`config.mk`:
```
export PLATFORM = sky130hd
export DESIGN_NAME = axi4_lite_arbiter
export DESIGN_NICKNAME = d
export VERILOG_FILES = /design/src/rtl/axi4_lite_arbiter.sv
export SDC_FILE = /design/constraint.sdc
export NUM_CORES = 1
export LEC_CHECK = 0
export CORE_MARGIN = 2
export CORE_UTILIZATION = 32
export CTS_BUF_LIST = sky130_fd_sc_hd__clkbuf_16
export DETAILED_ROUTE_END_ITERATION = 12
export PLACE_DENSITY = 0.83
export SLEW_MARGIN = 25
export SYNTH_ARGS = -nofsm -noshare
export SYNTH_HDL_FRONTEND = slang
export SYNTH_SLANG_ARGS = --single-unit
```
`constraint.sdc`:
```
create_clock -name clk -period 1.4 [get_ports clk]
set_input_delay 0.14 -clock clk [delete_from_list [all_inputs] [get_ports clk]]
set_output_delay 0.14 -clock clk [all_outputs]
set_load 0.02 [all_outputs]
```
`src/rtl/axi4_lite_arbiter.sv`:
```
// Round-robin arbiter sharing one AXI4-Lite master port between NREQ simple requesters.
// One transaction is outstanding at a time. All outputs are registered.
module axi4_lite_arbiter #(
    parameter int NREQ = 2
) (
    input  logic                 clk,
    input  logic                 resetn,
    input  logic [NREQ-1:0]      REQ_VALID,
    input  logic [NREQ-1:0]      REQ_WRITE,
    input  logic [32*NREQ-1:0]   REQ_ADDR,
    input  logic [32*NREQ-1:0]   REQ_WDATA,
    output logic [NREQ-1:0]      REQ_READY,
    output logic [NREQ-1:0]      RSP_VALID,
    output logic [31:0]          RSP_RDATA,
    output logic [1:0]           RSP_RESP,
    output logic [31:0]          M_AWADDR,
    output logic                 M_AWVALID,
    input  logic                 M_AWREADY,
    output logic [31:0]          M_WDATA,
    output logic [3:0]           M_WSTRB,
    output logic                 M_WVALID,
    input  logic                 M_WREADY,
    input  logic [1:0]           M_BRESP,
    input  logic                 M_BVALID,
    output logic                 M_BREADY,
    output logic [31:0]          M_ARADDR,
    output logic                 M_ARVALID,
    input  logic                 M_ARREADY,
    input  logic [31:0]          M_RDATA,
    input  logic                 M_RVALID,
    input  logic [1:0]           M_RRESP,
    output logic                 M_RREADY
);
    localparam int GW = $clog2(NREQ);

    typedef enum logic [2:0] {IDLE, WR_AW_W, WR_B, RD_AR, RD_R} state_t;

    state_t          state_reg;
    logic [GW-1:0]   last_grant_reg;
    logic [GW-1:0]   grant_idx;
    logic [GW-1:0]   cand;
    logic            grant_found;
    logic [31:0]     addr_reg;
    logic [31:0]     wdata_reg;
    logic [NREQ-1:0] req_ready_reg;
    logic [NREQ-1:0] rsp_valid_reg;
    logic [31:0]     rsp_rdata_reg;
    logic [1:0]      rsp_resp_reg;
    logic            awvalid_reg;
    logic            wvalid_reg;
    logic            bready_reg;
    logic            arvalid_reg;
    logic            rready_reg;

    logic [31:0] req_addr_arr  [NREQ];
    logic [31:0] req_wdata_arr [NREQ];

    generate
        for (genvar gi = 0; gi < NREQ; gi++) begin : g_unpack
            assign req_addr_arr[gi]  = REQ_ADDR[32*gi +: 32];
            assign req_wdata_arr[gi] = REQ_WDATA[32*gi +: 32];
        end
    endgenerate

    // First requesting index after the previous winner, wrapping around.
    always_comb begin
        grant_found = 1'b0;
        grant_idx   = '0;
        cand        = '0;
        for (int k = 1; k <= NREQ; k++) begin
            cand = GW'((int'(last_grant_reg) + k) % NREQ);
            if (!grant_found && REQ_VALID[cand]) begin
                grant_found = 1'b1;
                grant_idx   = cand;
            end
        end
    end

    always_ff @(posedge clk) begin
        if (!resetn) begin
            state_reg      <= IDLE;
            last_grant_reg <= GW'(NREQ - 1);
            addr_reg       <= '0;
            wdata_reg      <= '0;
            req_ready_reg  <= '0;
            rsp_valid_reg  <= '0;
            rsp_rdata_reg  <= '0;
            rsp_resp_reg   <= '0;
            awvalid_reg    <= 1'b0;
            wvalid_reg     <= 1'b0;
            bready_reg     <= 1'b0;
            arvalid_reg    <= 1'b0;
            rready_reg     <= 1'b0;
        end else begin
            req_ready_reg <= '0;
            rsp_valid_reg <= '0;
            case (state_reg)
                IDLE: begin
                    if (grant_found) begin
                        last_grant_reg           <= grant_idx;
                        addr_reg                 <= req_addr_arr[grant_idx];
                        wdata_reg                <= req_wdata_arr[grant_idx];
                        req_ready_reg[grant_idx] <= 1'b1;
                        if (REQ_WRITE[grant_idx]) begin
                            state_reg   <= WR_AW_W;
                            awvalid_reg <= 1'b1;
                            wvalid_reg  <= 1'b1;
                        end else begin
                            state_reg   <= RD_AR;
                            arvalid_reg <= 1'b1;
                        end
                    end
                end
                WR_AW_W: begin
                    if (M_AWREADY) awvalid_reg <= 1'b0;
                    if (M_WREADY)  wvalid_reg  <= 1'b0;
                    // A channel whose valid is already low has completed its handshake.
                    if ((!awvalid_reg || M_AWREADY) && (!wvalid_reg || M_WREADY)) begin
                        state_reg  <= WR_B;
                        bready_reg <= 1'b1;
                    end
                end
                WR_B: begin
                    if (M_BVALID) begin
                        bready_reg                    <= 1'b0;
                        rsp_resp_reg                  <= M_BRESP;
                        rsp_rdata_reg                 <= '0;
                        rsp_valid_reg[last_grant_reg] <= 1'b1;
                        state_reg                     <= IDLE;
                    end
                end
                RD_AR: begin
                    if (M_ARREADY) begin
                        arvalid_reg <= 1'b0;
                        rready_reg  <= 1'b1;
                        state_reg   <= RD_R;
                    end
                end
                RD_R: begin
                    if (M_RVALID) begin
                        rready_reg                    <= 1'b0;
                        rsp_rdata_reg                 <= M_RDATA;
                        rsp_resp_reg                  <= M_RRESP;
                        rsp_valid_reg[last_grant_reg] <= 1'b1;
                        state_reg                     <= IDLE;
                    end
                end
                default: state_reg <= IDLE;
            endcase
        end
    end

    assign REQ_READY = req_ready_reg;
    assign RSP_VALID = rsp_valid_reg;
    assign RSP_RDATA = rsp_rdata_reg;
    assign RSP_RESP  = rsp_resp_reg;
    assign M_AWADDR  = addr_reg;
    assign M_AWVALID = awvalid_reg;
    assign M_WDATA   = wdata_reg;
    assign M_WSTRB   = 4'hF;
    assign M_WVALID  = wvalid_reg;
    assign M_BREADY  = bready_reg;
    assign M_ARADDR  = addr_reg;
    assign M_ARVALID = arvalid_reg;
    assign M_RREADY  = rready_reg;

endmodule

```
==> results of run 1 <==
[where the power goes]
group | switching, mW | internal [mW] | total, mW
sequential | 0.281 | 3.57 | 3.85
combinational | 1.74 | 1.73 | 3.47
clock | 1.25 | 1.42 | 2.66
[worst register-to-register path, stage by stage, from the launching register on]
cell and delay (ns):
dfxtp_2 0.35, buf_4 0.15, nand3b_1 0.20, a21o_4 0.26, clkbuf_16 0.20, a22oi_2 0.15
nor2_1 0.08
[metal layers]
layer	vias up	track usage
met4	0	0.0646
met5	-	0
met1	2249	0.200
li1	2162	-
met3	22	0.0789
met2	255	0.365
[cell families (layout without fill, tap and decap cells)]
logic type	after synthesis	in the layout
buffers and inverters	75	376
other	1	4
AND/OR/NAND/NOR	128	128
multiplexers	4	4
AO/OA/AOI/OAI	117	117
flip-flops	111	111
[cell usage after synthesis (2+ instances only)]
cell        n  area (sq um)
buf_2      13          65.1
nand3_1     3          15.0
a221o_1    64           641
nand3b_1    3          22.5
nor2_1     37           139
dfxtp_1   111          2220
nand2_1     4          15.0
buf_4      37           278
buf_6      11           124
a211oi_1    3          22.5
a21boi_0    2          15.0
nand2b_1    2          12.5
and2_1     65           407
inv_1       3          11.3
nor2b_1     3          18.8
clkbuf_1   11          41.3
a21oi_1     4          20.0
nor4_1      2          12.5
nor3b_1     2          15.0
mux2i_1     4          40.0
o21ai_0     2          10.0
nor3_1      3          15.0
a22oi_1    32           240
[worst max-delay path by stage]
stage	from	to	slack, ns	cells after the start
2_1_floorplan	state_reg[1]	M_WDATA[13]	-0.05	7
3_3_place_gp	REQ_VALID[1]	M_WVALID	-0.31	6
3_5_place_dp	REQ_VALID[1]	M_WVALID	-0.39	6
4_1_cts	state_reg[0]	M_WDATA[4]	-0.1	5
5_1_grt	state_reg[1]	M_WDATA[4]	-0.15	5
6_report	state_reg[1]	RSP_RDATA[22]	-0.09	6
[cell type report]
| type | instances | area (sq um) |
|---|---|---|
| fill | 1137 | 5520 |
| timing repair buffer | 357 | 3590 |
| sequential | 111 | 2230 |
| multi-input combinational | 253 | 2000 |
| clock buffer | 9 | 225 |
| tap | 180 | 225 |
| clock inverter | 7 | 80.1 |
| inverter | 3 | 11.3 |
[per-stage QoR]
step	TNS [ns]	area [sq um]	std cells
floorplan	-2.62	4560	439
global placement	-18.83	7760	890
detailed placement	-23.85	7760	890
CTS	-3.19	7970	909
global route	-11.23	8360	920
finish	-4.69	8360	920
[timing repair]
item	CTS	global route
pin swaps	4	5
resized for setup	148	34
endpoints found under the setup margin	235	100
cloned	1	9
setup buffers	2	2
==> impl_metrics.csv, run 1 <==
group,metric,value,unit
status,status,"complete, but fails checks",
status,violations,"setup timing",
critical_path,r2r-start,"state_reg[1]",
sta,report.final.slew_viol_count,0,
floorplanning,coreArea,13900,sq um
cts,cts_buffers,9,
sta,final.period_utilization,1.07,
synth,muxShareOfSynthArea,0.00881,
route,antenna_left,0,
critical_path,critPathBufInv,2,
sta,max_freq,0.670,GHz
min_path,hold_path.class,"in -> reg",
final_layout,fin_util,0.602,
synth,ys_seq_elements,111,
critical_path,worstPathCellList,"buf_4 -> nand3b_1 -> a21o_4 -> clkbuf_16 -> a22oi_2 -> nor2_1",
sta,finalCriticalPeriod,1.49,ns
min_path,hold_path_depth,2,
sta,setup_ws,-0.0917,ns
critical_path,worstPathRequired,1.65,ns
route,drc,0,
synth,synthFlopType,"dfxtp_1",
synth,syn_inst,436,
floorplanning,row_count,43,
critical_path,cp-start-kind,"flop",
synth,synth_area_per_cell,10.4,sq um
sta,rsz0062_at_grt,"true",
route,vias_per_cell,5.10,
critical_path,rr_worst_depth,6,
grt,grt_use_total,0.197,
route,wl,17300,um
route,wl_met3,1760,um
synth,synth_fa_ha_area_frac,0,
sta,worst_clock_skew,0.0108,ns
critical_path,path_max_fanout,17,
cts,clk_pin_slew_worst_paths,0.08,ns
route,drt-initial-drc-count,227,
cts,clkSinkCount,111,
route,wl_per_cell,18.8,um
pwr,ir_drop,0.901,mV
critical_path,cp_slowest_cell,"dfxtp_2",
placement,pre_cts_ws,-0.386,ns
synth,synth-seq-area-share,0.489,
cts,cts.path.max_buffers,2,
route,wl_met2,9160,um
cts,cts_max_level,3,
synth,synth_top_family_by_area,"compound AO/OA/AOI/OAI gates",
floorplanning,fp.dieW,123,um
cts,cts_tree,"built",
min_path,holdPathEnd,"M_WDATA[27]",
floorplanning,die_h,123,um
synth,synth-async-reset-ratio,0,
pwr,p_leak,3.79,nW
critical_path,critical_path_class,"reg -> reg",
synth,synth.distinct_cells,38,
placement,hpwl,12000,um
pwr,total_power,9.98,mW
synth,syn_area,4540,sq um
route,vias,4688,
route,highest_layer,"met4",
grt,grt_pass1_vias,4626,
sta,hold_violations,0,
route,wl_met1,6120,um
grt,grt_max_degree,48,
synth,ys_warn_count,0,
final_layout,mostFrequentLayoutCells,"clkdlybuf4s50_1 (175), dlygate4sd2_1 (138), dfxtp_1 (108)",
final_layout,drive_gt1_frac,0.136,
critical_path,r2r_end,"RSP_RDATA[22]",
floorplanning,ioPinCount,318,
synth,synthSimpleGateAreaFrac,0.160,
synth,synth_compound_area_frac,0.227,
placement,portBuffers,313,
critical_path,reg2reg_slack,-0.09,ns
pwr,power.density,1190,nW/um^2
final_layout,nNetsFinal,910,
floorplanning,fp.dieArea,15200,sq um
final_layout,syn_to_final_growth,83.9,%
critical_path,crit_arrival,1.74,ns
route,dr.pass1.iters,4,
flow_run,drv_cap,0,
critical_path,critical_path.max_stage_delay,0.35,ns
final_layout,final_common_cell,"clkdlybuf4s50_1",
critical_path,path_delay_family,"compound AO/OA/AOI/OAI gates",
min_path,hp-start,"REQ_WDATA[59]",
synth,synth_edf_count,0,
floorplanning,initial_core_util,0.327,
sta,hold-worst-slack,0.393,ns
final_layout,n_antenna_cell,0,
grt,antenna_found_initial,0,
synth,synthXorXnorAreaFrac,0,
cts,cts_hold_buf,0,
grt,grt_pass1_wl,23100,um
cts,clk-insertion-delay-late,0.36,ns
critical_path,critPathCaptureType,"flop",
placement,gp_congestion,0.813,
cts,cts-root-buf,"clkbuf_16",
sta,finalSetupViolCount,92,
grt,grt_overflow,0,
Power figures use the tool's default switching activity.
==> inputs of run 2 (changes only) <==
ABC_CLOCK_PERIOD_IN_PS = 1400   (was default)
==> results of run 2 <==
No change in the layout: final DEF, timing and power equal those of run 1.
